`src/rtl/sequence_generator_moore_if.sv`:
```
// Control/status bundle for the serial pattern transmitter.
//   master: drives start/abort/repeat_count/gap_len, observes the serial stream and status
//   slave : the transmitter side
interface sequence_generator_moore_if #(
    parameter int unsigned CNT_W = 4
) ();
    logic             start;
    logic             abort;
    logic [CNT_W-1:0] repeat_count;
    logic [CNT_W-1:0] gap_len;
    logic             sequence_out;
    logic             tx_valid;
    logic             busy;
    logic             done;
    logic [CNT_W-1:0] pattern_count;

    modport master (
        output start, abort, repeat_count, gap_len,
        input  sequence_out, tx_valid, busy, done, pattern_count
    );

    modport slave (
        input  start, abort, repeat_count, gap_len,
        output sequence_out, tx_valid, busy, done, pattern_count
    );
endinterface

```
`src/rtl/sequence_generator_moore.sv`:
```
// Bit-serial pattern transmitter (Moore FSM).
// Emits PATTERN MSB-first on bus.sequence_out, repeated a latched number of times with a
// latched idle gap between repeats. All outputs are registered and derived from the
// next-state values, so the first bit appears one clock after start is sampled.
//   clock        : rising-edge clock
//   reset        : asynchronous active-low reset
//   bus (slave)  : start/abort/repeat_count/gap_len in; sequence_out/tx_valid/busy/done/pattern_count out
module sequence_generator_moore #(
    parameter int unsigned          PATTERN_W = 4,
    parameter logic [PATTERN_W-1:0] PATTERN   = 4'b1011,
    parameter logic                 IDLE_BIT  = 1'b0,
    parameter int unsigned          CNT_W     = 4
) (
    input  logic                      clock,
    input  logic                      reset,
    sequence_generator_moore_if.slave bus
);

    localparam int unsigned          BIT_W    = (PATTERN_W > 1) ? $clog2(PATTERN_W) : 1;
    localparam logic [BIT_W-1:0]     LAST_BIT = BIT_W'(PATTERN_W - 1);
    // Shift register holds the bits still to be sent after the one currently on the line.
    localparam logic [PATTERN_W-1:0] PAT_REST = {PATTERN[PATTERN_W-2:0], IDLE_BIT};

    typedef enum logic [1:0] {
        S_IDLE = 2'd0,
        S_SEND = 2'd1,
        S_GAP  = 2'd2,
        S_DONE = 2'd3
    } state_e;

    state_e               state_q, state_d;
    logic [PATTERN_W-1:0] shift_q, shift_d;
    logic [BIT_W-1:0]     bit_cnt_q, bit_cnt_d;
    logic [CNT_W-1:0]     reps_q, reps_d;
    logic [CNT_W-1:0]     gap_q, gap_d;
    logic [CNT_W-1:0]     gap_cnt_q, gap_cnt_d;
    logic [CNT_W-1:0]     pattern_count_q, pattern_count_d;
    logic                 sequence_out_q, sequence_out_d;
    logic                 tx_valid_q, tx_valid_d;
    logic                 busy_q, busy_d;
    logic                 done_q, done_d;
    logic                 next_bit;

    // Next-state, datapath and registered-output computation
    always_comb begin
        state_d         = state_q;
        shift_d         = shift_q;
        bit_cnt_d       = bit_cnt_q;
        reps_d          = reps_q;
        gap_d           = gap_q;
        gap_cnt_d       = gap_cnt_q;
        pattern_count_d = pattern_count_q;
        next_bit        = IDLE_BIT;

        case (state_q)
            S_IDLE: begin
                // abort in IDLE masks a coincident start
                if (bus.start && !bus.abort) begin
                    reps_d          = (bus.repeat_count == '0) ? CNT_W'(1) : bus.repeat_count;
                    gap_d           = bus.gap_len;
                    shift_d         = PAT_REST;
                    next_bit        = PATTERN[PATTERN_W-1];
                    bit_cnt_d       = '0;
                    pattern_count_d = '0;
                    state_d         = S_SEND;
                end
            end
            S_SEND: begin
                if (bus.abort) begin
                    state_d = S_IDLE;
                end else if (bit_cnt_q == LAST_BIT) begin
                    pattern_count_d = pattern_count_q + CNT_W'(1);
                    bit_cnt_d       = '0;
                    if (pattern_count_d == reps_q) begin
                        state_d = S_DONE;
                    end else if (gap_q == '0) begin
                        shift_d  = PAT_REST;
                        next_bit = PATTERN[PATTERN_W-1];
                    end else begin
                        gap_cnt_d = gap_q;
                        state_d   = S_GAP;
                    end
                end else begin
                    next_bit  = shift_q[PATTERN_W-1];
                    shift_d   = {shift_q[PATTERN_W-2:0], IDLE_BIT};
                    bit_cnt_d = bit_cnt_q + BIT_W'(1);
                end
            end
            S_GAP: begin
                if (bus.abort) begin
                    state_d = S_IDLE;
                end else if (gap_cnt_q <= CNT_W'(1)) begin
                    shift_d   = PAT_REST;
                    next_bit  = PATTERN[PATTERN_W-1];
                    bit_cnt_d = '0;
                    state_d   = S_SEND;
                end else begin
                    gap_cnt_d = gap_cnt_q - CNT_W'(1);
                end
            end
            S_DONE: begin
                state_d = S_IDLE;
            end
            default: begin
                state_d = S_IDLE;
            end
        endcase

        // Outputs are a pure function of the state being entered
        sequence_out_d = (state_d == S_SEND) ? next_bit : IDLE_BIT;
        tx_valid_d     = (state_d == S_SEND);
        busy_d         = (state_d != S_IDLE);
        done_d         = (state_d == S_DONE);
    end

    // State and output registers
    always_ff @(posedge clock or negedge reset) begin
        if (!reset) begin
            state_q         <= S_IDLE;
            shift_q         <= '0;
            bit_cnt_q       <= '0;
            reps_q          <= '0;
            gap_q           <= '0;
            gap_cnt_q       <= '0;
            pattern_count_q <= '0;
            sequence_out_q  <= IDLE_BIT;
            tx_valid_q      <= 1'b0;
            busy_q          <= 1'b0;
            done_q          <= 1'b0;
        end else begin
            state_q         <= state_d;
            shift_q         <= shift_d;
            bit_cnt_q       <= bit_cnt_d;
            reps_q          <= reps_d;
            gap_q           <= gap_d;
            gap_cnt_q       <= gap_cnt_d;
            pattern_count_q <= pattern_count_d;
            sequence_out_q  <= sequence_out_d;
            tx_valid_q      <= tx_valid_d;
            busy_q          <= busy_d;
            done_q          <= done_d;
        end
    end

    assign bus.sequence_out  = sequence_out_q;
    assign bus.tx_valid      = tx_valid_q;
    assign bus.busy          = busy_q;
    assign bus.done          = done_q;
    assign bus.pattern_count = pattern_count_q;

endmodule
```
`src/flat_wrapper.sv`:
```
// flat-port wrapper written by rule: the top's interface ports become plain ports
module sequence_generator_moore_flat 
#(
    parameter int unsigned          PATTERN_W = 4,
    parameter logic [PATTERN_W-1:0] PATTERN   = 4'b1011,
    parameter logic                 IDLE_BIT  = 1'b0,
    parameter int unsigned          CNT_W     = 4
)
  (clock, reset, bus_start, bus_abort, bus_repeat_count, bus_gap_len, bus_sequence_out, bus_tx_valid, bus_busy, bus_done, bus_pattern_count);
  sequence_generator_moore_if #(.CNT_W(CNT_W)) bus_i ();
  input  logic clock;
  input  logic reset;
  input wire logic [$bits(bus_i.start)-1:0] bus_start;
  input wire logic [$bits(bus_i.abort)-1:0] bus_abort;
  input wire logic [$bits(bus_i.repeat_count)-1:0] bus_repeat_count;
  input wire logic [$bits(bus_i.gap_len)-1:0] bus_gap_len;
  output wire logic [$bits(bus_i.sequence_out)-1:0] bus_sequence_out;
  output wire logic [$bits(bus_i.tx_valid)-1:0] bus_tx_valid;
  output wire logic [$bits(bus_i.busy)-1:0] bus_busy;
  output wire logic [$bits(bus_i.done)-1:0] bus_done;
  output wire logic [$bits(bus_i.pattern_count)-1:0] bus_pattern_count;
  assign bus_i.start = bus_start;
  assign bus_i.abort = bus_abort;
  assign bus_i.repeat_count = bus_repeat_count;
  assign bus_i.gap_len = bus_gap_len;
  assign bus_sequence_out = bus_i.sequence_out;
  assign bus_tx_valid = bus_i.tx_valid;
  assign bus_busy = bus_i.busy;
  assign bus_done = bus_i.done;
  assign bus_pattern_count = bus_i.pattern_count;
  sequence_generator_moore #(.PATTERN_W(PATTERN_W), .PATTERN(PATTERN), .IDLE_BIT(IDLE_BIT), .CNT_W(CNT_W)) u_core (.clock(clock), .reset(reset), .bus(bus_i));
endmodule
```
`config.mk`:
```
export PLATFORM = sky130hd
export DESIGN_NAME = sequence_generator_moore_flat
export DESIGN_NICKNAME = d
export VERILOG_FILES = /design/src/rtl/sequence_generator_moore_if.sv /design/src/rtl/sequence_generator_moore.sv /design/src/flat_wrapper.sv
export SDC_FILE = /design/constraint.sdc
export NUM_CORES = 1
export LEC_CHECK = 0
export BUFFER_PORTS_ARGS = -buffer_cell sky130_fd_sc_hd__buf_2
export CAP_MARGIN = 20
export CORE_MARGIN = 2
export CORE_UTILIZATION = 25
export DETAILED_ROUTE_END_ITERATION = 8
export GPL_ROUTABILITY_DRIVEN = 0
export PLACE_DENSITY = 0.53
export SLEW_MARGIN = 15
export SYNTH_ARGS = -nofsm -noshare
export SYNTH_HDL_FRONTEND = slang
export SYNTH_SLANG_ARGS = --single-unit
```
`constraint.sdc`:
```
create_clock -name clock -period 2.08 [get_ports clock]
set_input_delay 0.312 -clock clock [delete_from_list [all_inputs] [get_ports clock]]
set_output_delay 0.312 -clock clock [all_outputs]
set_load 0.03 [all_outputs]
```
After elaboration in Yosys (flattened, before gate mapping)
Cells that the tools add are included.

Output and inout port bits: 8. Bits of input ports: 12. Bits in registers: 28.

Magnitude comparators: 1. Add/sub/neg operators: 3. Reduce and logical (&&, ||, !) cells: 14. Multiplexer cells: 43. Equality and inequality tests: 17.

Operators by type and width (count): two-way mux 4 bit (17); two-way mux 2 bit (12); one-hot mux 4 bit (2 select lines) (2); AND reduction 7 bit (2); one-hot mux 4 bit (3 select lines) (1); != test 2 bit, second input constant (5); == test 2 bit, second input constant (4); logical NOT 4 bit (2); two-way mux 1 bit (8); one-hot mux 2 bit (4 select lines) (1); != test 2 x 1 -> 1 bit, second input constant (3); != test 3 bit, second input constant (2); one-hot mux 2 bit (3 select lines) (1); nonzero test 2 bit (3); AND reduction 5 bit (1); adder 4 x 1 -> 4 bit, second input constant (1); == test 2 x 1 -> 1 bit, second input constant (2); == test 4 bit (1); <= comparator 4 x 1 -> 1 bit, second input constant (1); AND reduction 4 bit (1); subtractor 4 x 1 -> 4 bit, second input constant (1); one-hot mux 1 bit (3 select lines) (1); nonzero test 3 bit (1); adder 2 x 1 -> 2 bit, second input constant (1); 4 further kinds (4).

Longest topological paths before layout
Gate-level depths: netlist (run 1).

Depth after elaboration: 8. Depth in mapped cells: 9. Depth with buffers taken out: 9.

Worst setup path after synthesis (run 1)
Ideal clock, no wire load.

Path kind: register to register. Start point: register u_core.pattern_count_q[0] (netlist: u_core.bus.pattern_count[0]). End point: register u_core.gap_cnt_q[0]. Setup time: 0.126 ns. Stages on the path, launching flop included: 8. Clock period less this slack: 2.221 ns. Arrival: 2.095 ns. Buffers on the path: 0. Setup slack: -0.141 ns. Cells stage by stage: dfrtp_1 > ha_1 > xnor2_1 > nand3_1 > or2_1 > and3_4 > mux2_4 > a221o_1.

Cells in the longest elaborated chain, start to end: 4.

RTL lines: start: declaration (RTL line sequence_generator_moore.sv:37) `logic [CNT_W-1:0] pattern_count_q, pattern_count_d;`; start signal: assignment (RTL line sequence_generator_moore.sv:137) `pattern_count_q <= pattern_count_d;`; adder 4 x 1 -> 4 bit (RTL line sequence_generator_moore.sv:72) `pattern_count_d = pattern_count_q + CNT_W'(1);`; == test 4 bit (RTL line sequence_generator_moore.sv:74) `if (pattern_count_d == reps_q) begin`; != test 2 bit (no source line); AND reduction 7 bit (no source line); end signal: assignment (RTL line sequence_generator_moore.sv:136) `gap_cnt_q <= gap_cnt_d;`; end: declaration (RTL line sequence_generator_moore.sv:36) `logic [CNT_W-1:0] gap_cnt_q, gap_cnt_d;`.

Every way passes these cells. A chain may end at the register's enable or synchronous reset.

Final worst setup path (run 1)
Start point: register u_core.pattern_count_q[1] (netlist: u_core.bus.pattern_count[1]). End point: register u_core.gap_cnt_q[0].

The elaborated chain is that of the path after synthesis.

==> metrics.log, run 1 <==
INFO  metric worst_setup_slack_for_register_to_register_paths = approximately 0.036 ns
INFO  metric wire_length_of_the_first_global_routing_pass = about 4800 um
INFO  metric detailedPlacementHpwl = ~2100 um
INFO  metric asyncSetResetFlopFracSynth = 1.00
INFO  metric worst_hold_path_class = in2async
INFO  metric synth_warnings = 0
INFO  metric synth_cell_types = 36
INFO  metric ir_drop = around 420 uV
INFO  metric grt_overflow = 0
INFO  metric final-max-slew-violation-count = 0
INFO  metric dominant_combinational_cell_family_by_area_after_synthesis = simple AND/OR/NAND/NOR gates
INFO  metric vias = between 1000 and 1500
INFO  metric clock-sinks = 27
INFO  metric antenna_violations_before_repair = 0
INFO  metric synth-simple-area-share = 0.169
INFO  metric run_status = finished, final reports clean
INFO  metric diodes = 0
INFO  metric drt_drc_violations_left = 0
INFO  metric seq_area_frac_synth = 0.502
INFO  metric ys_dominant_reg_cell = sky130_fd_sc_hd__dfrtp_1
INFO  metric core_area = 5140 um2
INFO  metric synth_nets = between 100 and 150
INFO  metric synth-compound-area-share = 0.136
INFO  metric cts_hold_repair.buffers = 0
INFO  metric first_global_vias = 1008
INFO  metric grt_usage = 0.0976
INFO  metric number_of_enable_flip_flop_cells_after_synthesis = 0
INFO  metric io_buffers = 19
INFO  metric cts_inserted_buffers = 3
INFO  metric crit_type = reg2reg
INFO  metric finalWorstPathRequiredPeriod = slightly above 2 ns
INFO  metric clock_skews = 0.00547 ns
INFO  metric drt-vias-per-instance = 4.57
INFO  metric grt_max_degree = 28
INFO  metric area.growth.synth_to_final = 21.1%
INFO  metric post_synth_fa_ha_maj_area_fraction = 0.0372
INFO  metric place_worst_setup_slack = -0.00153 ns
INFO  metric cp_max_fo = 4
INFO  metric initial_core_util = 0.262
INFO  metric min_period_over_period = 0.983
INFO  metric core.rowCount = 26
INFO  metric clk_pin_slew_worst_paths = about 0.090 ns
INFO  metric finish.utilization = 0.317
INFO  metric yosys-mux-area-fraction = 0.0929
INFO  metric finalNonFillerCells = ~220
INFO  metric syn-cell-area = about 1300 um2
INFO  metric clock_latency = approximately 0.27 ns
INFO  metric average_wire_per_cell_in_the_routed_design = roughly 12 um
INFO  metric arrival_time_at_the_worst_endpoint = 2.20 ns
INFO  metric hold_ws = ~0.035 ns
INFO  metric clk_path_buf_depth = 2
INFO  metric synth-seq-cells = 27
INFO  metric p_per_area = roughly 920 nW/um2
INFO  metric wirelength = between 2000 and 3000 um
INFO  metric max_freq = around 490 MHz
INFO  metric max-cap-violations = 0
INFO  metric antenna_violating_nets_post_route = 0
INFO  metric setup_violation_total_in_the_final_timing_report = 0
INFO  metric numPlacedInstances = around 220
INFO  metric nNetsFinal = 170
INFO  metric rsz0062_at_grt = true
INFO  metric crit_required = around 2.2 ns
INFO  metric die_area = about 6000 um2
INFO  metric finalWorstSetupSlack = about 0.036 ns
INFO  metric die_width = just under 80 um
INFO  metric ff2ff_path_depth = 7
INFO  metric drt_iter0_markers = between 40 and 50
INFO  metric cts_max_level = 1
INFO  metric tritoncts = built
INFO  metric layout-drive-gt1-share = 0.294
INFO  metric drt_first_pass_iters = 4
INFO  metric power.static_leakage = 0.734 nW
INFO  metric clock_tree.root_cell = sky130_fd_sc_hd__clkbuf_8
INFO  metric cp-start-kind = flop
INFO  metric worst_tran_pin_value = about 0.60 ns
INFO  metric worst_slew_margin_rel = 0.602
INFO  metric endpoint_kind = flop
INFO  metric setup_tns = 0 ns
INFO  metric synth-xor-area-share = 0.0428
INFO  metric synth_cells = 127
INFO  metric die_h = between 70 and 80 um
INFO  metric timing_hold_violations_final = 0
INFO  metric avgSynthCellArea = between 10 and 15 um2
INFO  metric floorplan.io_pins = 20
==> metal layers <==
metal	GRT usage	up-vias	routed length (um)	share of wire
met5	0	-	0	0
met1	0.129	498	1280	0.47
li1	-	507	-	-
met2	0.158	12	1340	0.49
met4	0.0214	0	14	0.0051
met3	0.0291	2	88	0.032
==> layout by cell type (no fill, tap or decap), types with 2 or more instances in the layout <==
cell type,count
sky130_fd_sc_hd__a21oi_1,7
sky130_fd_sc_hd__a31oi_1,2
sky130_fd_sc_hd__buf_2,19
sky130_fd_sc_hd__buf_4,6
sky130_fd_sc_hd__clkbuf_8,3
sky130_fd_sc_hd__dfrtp_1,24
sky130_fd_sc_hd__dfrtp_2,3
sky130_fd_sc_hd__ha_1,3
sky130_fd_sc_hd__inv_1,4
sky130_fd_sc_hd__mux2_2,8
sky130_fd_sc_hd__mux2i_1,2
sky130_fd_sc_hd__nand2_1,9
sky130_fd_sc_hd__nand2b_1,3
sky130_fd_sc_hd__nand3_1,2
sky130_fd_sc_hd__nor2_1,12
sky130_fd_sc_hd__nor2b_1,2
sky130_fd_sc_hd__nor3_1,7
sky130_fd_sc_hd__o21ai_0,8
sky130_fd_sc_hd__o21bai_1,2
sky130_fd_sc_hd__o22ai_1,3
sky130_fd_sc_hd__o2bb2ai_1,2
sky130_fd_sc_hd__or3_1,2
sky130_fd_sc_hd__xor2_1,2
==> final timing paths <==
check                                              endpoint                         from
worst max-delay path                    u_core.gap_cnt_q[0]  u_core.bus.pattern_count[1]
worst min register to register            u_core.shift_q[3]            u_core.shift_q[3]
worst min-delay path                       u_core.reps_q[2]                        reset
worst max register to register          u_core.gap_cnt_q[0]  u_core.bus.pattern_count[1]
max in group asynchronous       u_core.bus.pattern_count[2]                        reset
min in group clock                          u_core.gap_q[2]               bus_gap_len[2]
==> power by group <==
group / switching [mW] / leakage [nW] / internal, mW / total [mW]
clock: 0.157 / 0.0228 / 0.137 / 0.294
combinational: 0.233 / 0.389 / 0.222 / 0.456
sequential: 0.106 / 0.322 / 0.649 / 0.755
total: 0.496 / 0.734 / 1.01 / 1.50
==> area by class of cell <==
class / count / area [um2]
fill: 568 / 3510
sequential: 27 / 679
multi-input combinational: 93 / 663
timing repair buffer: 25 / 140
tap: 70 / 87.6
clock buffer: 4 / 45.0
inverter: 4 / 15.0
==> logic make-up after synthesis <==
group	Yosys count
compound gates	29
xor+xnor	5
fa+ha+maj	4
buf+inv	7
flops	27
mux	11
simple gates	44
==> cell usage after synthesis (all sizes together), types with 3 or more instances <==
library cell	number	share of area
a21oi	7	0.026
dfrtp	27	0.50
ha	4	0.037
inv	4	0.011
mux2	9	0.078
nand2	9	0.025
nand2b	3	0.014
nor2	12	0.033
nor3	7	0.026
o21ai	8	0.030
o22ai	3	0.014
==> flip-flops by register name, indices dropped and copies added, names as in the netlist <==
| signal | count |
|---|---|
| u_core.bus.pattern_count | 4 |
| u_core.gap_cnt_q | 4 |
| u_core.gap_q | 4 |
| u_core.reps_q | 4 |
| u_core.shift_q | 3 |
| u_core.bit_cnt_q | 2 |
| u_core.state_q | 2 |
| u_core.bus.busy | 1 |
| u_core.bus.done | 1 |
| u_core.bus.sequence_out | 1 |
| u_core.bus.tx_valid | 1 |
==> metrics by stage <==
stage,instance area (um2),power [mW]
global placement,1570,1.20
CTS,1620,1.52
detailed placement,1570,1.21
global route,1630,1.62
finish,1630,1.50
floorplan,1360,1.06
==> timing repair <==
item                       in CTS  in global routing
pin swaps                       1                  2
setup buffers                   1                  0
gates resized for setup         0                  1
setup endpoints to repair       1                  1
==> worst max-delay path: stages (launching register included) <==
cell	delay, ns
sky130_fd_sc_hd__dfrtp_2	0.44
sky130_fd_sc_hd__ha_4	0.26
sky130_fd_sc_hd__xnor2_2	0.14
sky130_fd_sc_hd__nand3_1	0.09
sky130_fd_sc_hd__or2_1	0.27
sky130_fd_sc_hd__and3_4	0.17
sky130_fd_sc_hd__mux2_4	0.25
sky130_fd_sc_hd__a221o_1	0.31
(Power assumes the default switching activity.)
==> run 2, diff against run 1 <==
--- a/config.mk
+++ b/config.mk
@@ -5,7 +5,7 @@
 export SDC_FILE = /design/constraint.sdc
 export NUM_CORES = 1
 export LEC_CHECK = 0
-export BUFFER_PORTS_ARGS = -buffer_cell sky130_fd_sc_hd__buf_2
+export BUFFER_PORTS_ARGS = -buffer_cell sky130_fd_sc_hd__clkbuf_2
 export CAP_MARGIN = 20
 export CORE_MARGIN = 2
 export CORE_UTILIZATION = 25
==> run 2 against run 1 <==
Power up 0.30%. Cell area unchanged. Combinational power about the same. Die area unchanged. Clock-buffer cell count unchanged. Maximum frequency up 1.6%. Non-clock buffer count unchanged. Critical path depth unchanged. Hold slack better by 0.031 ns. Largest power group unchanged. Critical endpoint unchanged. Clock skew down 0.0021 ns. Via count up 2.0%.
==> metrics.log, run 2 (synthesis gave the netlist of run 1 again) <==
INFO  metric max-cap-violations = 0 (unchanged)
INFO  metric layout_common_cells = sky130_fd_sc_hd__dfrtp_1 (24), sky130_fd_sc_hd__clkbuf_2 (19), sky130_fd_sc_hd__nor2_1 (12) (was sky130_fd_sc_hd__dfrtp_1 (24), sky130_fd_sc_hd__buf_2 (19), sky130_fd_sc_hd__nor2_1 (12))
INFO  metric finalWorstSetupSlack = 0.0684 ns (was 0.0359 ns)
INFO  metric antenna_violations_before_repair = 0 (unchanged)
INFO  metric core_area = 5140 um2 (unchanged)
INFO  metric worst_hold_path_class = in2async (unchanged)
INFO  metric clk_pin_slew_worst_paths = 0.09 ns (about the same)
INFO  metric die_area = 5990 um2 (unchanged)
INFO  metric clk_path_buf_depth = 2 (unchanged)
INFO  metric grt_overflow = 0 (unchanged)
INFO  metric vias = 1039 (was 1019)
INFO  metric average_wire_per_cell_in_the_routed_design = 12.1 um (was 12.2 um)
INFO  metric drt_iter0_markers = 62 (was 44)
INFO  metric clock-sinks = 27 (unchanged)
INFO  metric drt-vias-per-instance = 4.66 (was 4.57)
INFO  metric endpoint_kind = flop (unchanged)
INFO  metric place_worst_setup_slack = 0.0154 ns (was -0.00153 ns)
INFO  metric clock_tree.root_cell = sky130_fd_sc_hd__clkbuf_8 (unchanged)
INFO  metric timing_hold_violations_final = 0 (unchanged)
INFO  metric min_period_over_period = 0.967 (was 0.983)
INFO  metric worst_slew_margin_rel = 0.545 (was 0.602)
INFO  metric cts_hold_repair.buffers = 0 (unchanged)
INFO  metric power.total = 1.51 mW (was 1.50 mW)
INFO  metric power.static_leakage = 0.732 nW (was 0.734 nW)
INFO  metric drt_drc_violations_left = 0 (unchanged)
INFO  metric crit_required = 2.24 ns (about the same)
INFO  metric clock_skews = 0.00337 ns (was 0.00547 ns)
INFO  metric cp-start-kind = flop (unchanged)
INFO  metric io_buffers = 19 (unchanged)
INFO  metric core.rowCount = 26 (unchanged)
INFO  metric rsz0062_at_grt = false (was true)
INFO  metric cts_inserted_buffers = 3 (unchanged)
INFO  metric setup_tns = 0 ns (unchanged)
INFO  metric detailedPlacementHpwl = 2090 um (was 2100 um)
INFO  metric die_h = 77.4 um (unchanged)
INFO  metric worst_tran_pin_value = 0.682 ns (was 0.597 ns)
INFO  metric crit_type = reg2reg (unchanged)
INFO  metric area.growth.synth_to_final = 21.1% (unchanged)
INFO  metric grt_usage = 0.101 (was 0.0976)
INFO  metric die_width = 77.4 um (unchanged)
INFO  metric first_global_vias = 1012 (was 1008)
INFO  metric grt_max_degree = 28 (unchanged)
INFO  metric drt_first_pass_iters = 4 (unchanged)
INFO  metric setup_violation_total_in_the_final_timing_report = 0 (unchanged)
INFO  metric cp_max_fo = 4 (unchanged)
INFO  metric arrival_time_at_the_worst_endpoint = 2.17 ns (was 2.20 ns)
INFO  metric layout-drive-gt1-share = 0.294 (unchanged)
INFO  metric max_freq = 497 MHz (was 489 MHz)
INFO  metric worst_setup_slack_for_register_to_register_paths = 0.07 ns (was 0.04 ns)
INFO  metric wirelength = 2700 um (was 2720 um)
INFO  metric wire_length_of_the_first_global_routing_pass = 4950 um (was 4780 um)
INFO  metric diodes = 0 (unchanged)
INFO  metric finalWorstPathRequiredPeriod = 2.01 ns (was 2.04 ns)
INFO  metric ir_drop = 445 uV (was 421 uV)
INFO  metric layout.cells.most_common = sky130_fd_sc_hd__dfrtp_1 (unchanged)
INFO  metric final-max-slew-violation-count = 0 (unchanged)
INFO  metric antenna_violating_nets_post_route = 0 (unchanged)
INFO  metric tritoncts = built (unchanged)
INFO  metric run_status = finished, final reports clean (unchanged)
INFO  metric initial_core_util = 0.262 (unchanged)
INFO  metric p_per_area = 926 nW/um2 (was 923 nW/um2)
INFO  metric nNetsFinal = 170 (unchanged)
INFO  metric floorplan.io_pins = 20 (unchanged)
INFO  metric clock_latency = 0.27 ns (about the same)
INFO  metric cts_max_level = 1 (unchanged)
-- run 2: changes by cell type in the layout (fill, tap and decap cells not counted), sizes merged --
cell	before	now
buf	25	6
clkbuf	4	23
-- run 2: what timing repair did --
action                     in CTS  in global routing
resized for setup               0                  1
setup buffers                   1                  0
gates cloned                    0                  0
pin swaps                       0                  2
setup endpoints to repair       1                  1
-- run 2: path summary, 6_finish.rpt --
check                                            start  cells after the start                          end
max                        u_core.bus.pattern_count[1]                      7          u_core.gap_cnt_q[0]
min                                              reset                      1             u_core.reps_q[3]
max reg2reg                u_core.bus.pattern_count[1]                      7          u_core.gap_cnt_q[0]
min reg2reg                        u_core.bit_cnt_q[1]                      1          u_core.bit_cnt_q[1]
max in group asynchronous                        reset                      1  u_core.bus.pattern_count[1]
min in group clock                      bus_gap_len[1]                      2              u_core.gap_q[1]
-- run 2: per-layer routing --
metal  GRT usage  share of wire  vias to the layer above
met5           0              0                        -
met4      0.0250         0.0085                        0
met3      0.0302          0.054                        4
met2       0.154           0.47                       29
met1       0.140           0.46                      493
li1            -              -                      513
-- run 2: power by group --
| part | leakage [nW] | internal [mW] | switching, mW |
|---|---|---|---|
| clock | 0.0228 | 0.137 | 0.159 |
| combinational | 0.387 | 0.222 | 0.235 |
| sequential | 0.322 | 0.649 | 0.107 |
| total | 0.732 | 1.01 | 0.501 |
-- run 2: worst max-delay path: stages, from the launching register on --
cell                      delay (ns)
sky130_fd_sc_hd__dfrtp_2        0.43
sky130_fd_sc_hd__ha_4           0.25
sky130_fd_sc_hd__xnor2_2        0.13
sky130_fd_sc_hd__nand3_1        0.09
sky130_fd_sc_hd__or2_1          0.25
sky130_fd_sc_hd__and3_4         0.17
sky130_fd_sc_hd__mux2_4         0.25
sky130_fd_sc_hd__a221o_1        0.31
-- run 2: cell type report --
class | instances | area [um2]
Sequential cell | 27 | 679
Clock buffer | 4 | 45.0
Multi-Input combinational cell | 93 | 663
Fill cell | 557 | 3510
Tap cell | 70 | 87.6
Timing Repair Buffer | 25 | 140
Inverter | 4 | 15.0
-- run 2: through the flow --
stage	util	cells	hold slack, ns	cell area (um2)
floorplan	-	127	0.0164	1360
global placement	0.306	218	0.370	1570
detailed placement	0.306	218	0.387	1570
CTS	0.316	223	0.0801	1620
global route	0.317	223	0.0968	1630
finish	0.317	223	0.0660	1630
==> run 3, diff against run 2 <==
--- a/config.mk
+++ b/config.mk
@@ -7,11 +7,13 @@
 export LEC_CHECK = 0
 export BUFFER_PORTS_ARGS = -buffer_cell sky130_fd_sc_hd__clkbuf_2
 export CAP_MARGIN = 20
+export CELL_PAD_IN_SITES_DETAIL_PLACEMENT = 0
+export CELL_PAD_IN_SITES_GLOBAL_PLACEMENT = 2
 export CORE_MARGIN = 2
 export CORE_UTILIZATION = 25
 export DETAILED_ROUTE_END_ITERATION = 8
 export GPL_ROUTABILITY_DRIVEN = 0
-export PLACE_DENSITY = 0.53
+export PLACE_DENSITY = 0.7
 export SLEW_MARGIN = 15
 export SYNTH_ARGS = -nofsm -noshare
 export SYNTH_HDL_FRONTEND = slang
==> run 3 against run 2 <==
Routed wire length up 5.1%. Power up 1.1%. Die area unchanged. Largest power group unchanged. Clock-buffer cell count unchanged. Hold slack better by 0.0035 ns. Cell count up 0.45%. Sequential share of layout area down 0.19 points. Critical path type unchanged. Global-route usage down 0.14 points. Via count down 0.38%.
==> metrics.log, run 3 (synthesis gave the netlist of run 1 again) <==
INFO  metric numPlacedInstances = 218 (unchanged)
INFO  metric nNetsFinal = 171 (was 170)
INFO  metric cp_slowest_stage_delay = 0.43 ns (about the same)
INFO  metric grt_usage = 0.0994 (was 0.101)
INFO  metric arrival_time_at_the_worst_endpoint = 2.16 ns (was 2.17 ns)
INFO  metric worst_tran_pin_value = 0.695 ns (was 0.682 ns)
INFO  metric first_global_vias = 1016 (was 1012)
INFO  metric min_period_over_period = 0.963 (was 0.967)
INFO  metric die_area = 5990 um2 (unchanged)
INFO  metric internal_power = 1.01 mW (about the same)
INFO  metric p_per_area = 932 nW/um2 (was 926 nW/um2)
INFO  metric antenna_violating_nets_post_route = 0 (unchanged)
INFO  metric area.growth.synth_to_final = 21.7% (was 21.1%)
INFO  metric clock_latency = 0.27 ns (about the same)
INFO  metric layout-drive-gt1-share = 0.299 (was 0.294)
INFO  metric crit_family = simple AND/OR/NAND/NOR gates (unchanged)
INFO  metric vias = 1035 (was 1039)
INFO  metric drt-vias-per-instance = 4.62 (was 4.66)
INFO  metric drt_first_pass_iters = 4 (unchanged)
INFO  metric pwr-share-seq = 0.496 (was 0.501)
INFO  metric p_comb_frac = 0.307 (was 0.303)
INFO  metric power.static_leakage = 0.736 nW (was 0.732 nW)
INFO  metric clock-sinks = 27 (unchanged)
INFO  metric place_worst_setup_slack = 0.000451 ns (was 0.0154 ns)
INFO  metric sw_frac_of_total = 0.335 (was 0.332)
INFO  metric die_h = 77.4 um (unchanged)
INFO  metric wire_length_of_the_first_global_routing_pass = 4750 um (was 4950 um)
INFO  metric layout.cells.most_common = sky130_fd_sc_hd__dfrtp_1 (unchanged)
INFO  metric tritoncts = built (unchanged)
INFO  metric grt_max_degree = 28 (unchanged)
INFO  metric detailedPlacementHpwl = 2120 um (was 2090 um)
INFO  metric crit_buf_inv = 0 (unchanged)
INFO  metric die_width = 77.4 um (unchanged)
INFO  metric cp-start-kind = flop (unchanged)
INFO  metric max-cap-violations = 0 (unchanged)
INFO  metric clk_pin_slew_worst_paths = 0.09 ns (about the same)
INFO  metric layout_common_cells = sky130_fd_sc_hd__dfrtp_1 (24), sky130_fd_sc_hd__clkbuf_2 (19), sky130_fd_sc_hd__nor2_1 (12) (unchanged)
INFO  metric setup_tns = 0 ns (unchanged)
INFO  metric final-max-slew-violation-count = 0 (unchanged)
INFO  metric average_wire_per_cell_in_the_routed_design = 12.7 um (was 12.1 um)
INFO  metric core.rowCount = 26 (unchanged)
INFO  metric hold_ws = 0.0695 ns (was 0.0660 ns)
INFO  metric finalWorstPathRequiredPeriod = 2.00 ns (was 2.01 ns)
INFO  metric initial_core_util = 0.262 (unchanged)
INFO  metric crit_type = reg2reg (unchanged)
INFO  metric drt_iter0_markers = 39 (was 62)
INFO  metric floorplan.io_pins = 20 (unchanged)
INFO  metric worst_hold_path_class = in2async (unchanged)
INFO  metric ir_drop = 268 uV (was 445 uV)
INFO  metric finalNonFillerCells = 224 (was 223)
INFO  metric setup_violation_total_in_the_final_timing_report = 0 (unchanged)
INFO  metric pwr-share-clk = 0.197 (was 0.196)
INFO  metric run_status = finished, final reports clean (unchanged)
INFO  metric io_buffers = 19 (unchanged)
INFO  metric drt_drc_violations_left = 0 (unchanged)
INFO  metric grt_overflow = 0 (unchanged)
INFO  metric core_area = 5140 um2 (unchanged)
INFO  metric wirelength = 2840 um (was 2700 um)
INFO  metric crit_required = 2.24 ns (about the same)
INFO  metric cp_cell_sequence = ha_4 -> xnor2_2 -> nand3_1 -> or2_1 -> and3_4 -> mux2_4 -> a221o_1 (unchanged)
INFO  metric cts_inserted_buffers = 3 (unchanged)
INFO  metric antenna_violations_before_repair = 0 (unchanged)
INFO  metric worst_slew_margin_rel = 0.537 (was 0.545)
INFO  metric cp_max_fo = 4 (unchanged)
INFO  metric finalWorstSetupSlack = 0.0776 ns (was 0.0684 ns)
INFO  metric diodes = 0 (unchanged)
INFO  metric cts_max_level = 1 (unchanged)
INFO  metric power.net_switching = 0.512 mW (was 0.501 mW)
INFO  metric clk_path_buf_depth = 2 (unchanged)
INFO  metric endpoint_kind = flop (unchanged)
INFO  metric critical_path.slowest_cell = sky130_fd_sc_hd__dfrtp_2 (unchanged)
INFO  metric max_freq = 499 MHz (was 497 MHz)
INFO  metric clock_skews = 0.00189 ns (was 0.00337 ns)
INFO  metric clock_tree.root_cell = sky130_fd_sc_hd__clkbuf_8 (unchanged)
INFO  metric timing_hold_violations_final = 0 (unchanged)
run 3: worst reg2reg max path, delay by kind of cell (launching register included):
| family | cells | cell delay (ns) |
|---|---|---|
| and+or+nand+nor | 3 | 0.51 |
| DFF | 1 | 0.43 |
| AOI/OAI and AO/OA | 1 | 0.30 |
| adders and majority gates | 1 | 0.25 |
| muxes | 1 | 0.25 |
| xor gates and xnor gates | 1 | 0.14 |
run 3: through the flow:
step	power, mW	utilization	area (um2)
after floorplan	1.06	-	1360
after global placement	1.21	0.306	1570
after detailed placement	1.21	0.306	1570
after CTS	1.53	0.316	1620
after global routing	1.65	0.319	1640
final	1.53	0.319	1640
run 3: final timing paths:
| path | startpoint | endpoint | slack [ns] | cells past startpoint |
|---|---|---|---|---|
| worst max-delay path | u_core.bus.pattern_count[1] | u_core.gap_cnt_q[0] | 0.08 | 7 |
| worst min-delay path | reset | u_core.reps_q[0] | 0.07 | 1 |
| worst max register to register | u_core.bus.pattern_count[1] | u_core.gap_cnt_q[0] | 0.08 | 7 |
| worst min register to register | u_core.bit_cnt_q[0] | u_core.bit_cnt_q[0] | 0.51 | 1 |
| max in group asynchronous | reset | u_core.bus.pattern_count[2] | 1.53 | 1 |
| min in group clock | bus_gap_len[3] | u_core.gap_q[3] | 0.27 | 2 |
run 3: timing repair:
action,4_1_cts,5_1_grt
setup buffers,1,1
setup endpoints to repair,1,1
pin swaps,0,2
hold endpoints to repair,0,0
gates resized for setup,0,1
hold buffers,0,0
run 3: routing by layer:
metal,global-route usage,share of wire,vias to the layer above
met5,0,0,-
met4,0.0321,0.0060,0
met3,0.0233,0.033,2
met2,0.160,0.47,16
met1,0.132,0.49,503
li1,-,-,514
run 3: final cells by class:
class                   instances  area (um2)
fillers                       561        3500
well taps                      70        87.6
flip-flops and latches         27         679
multi-input cells              93         663
repair buffers                 26         148
clock buffers                   4        45.0
inverters                       4        15.0
run 3: power by group through the flow:
stage	logic (mW)	clock network (mW)	registers, mW
global placement	0.440	0	0.766
detailed placement	0.447	0	0.767
finish	0.469	0.300	0.756
CTS	0.456	0.318	0.756
floorplan	0.282	0	0.783
global route	0.525	0.345	0.778
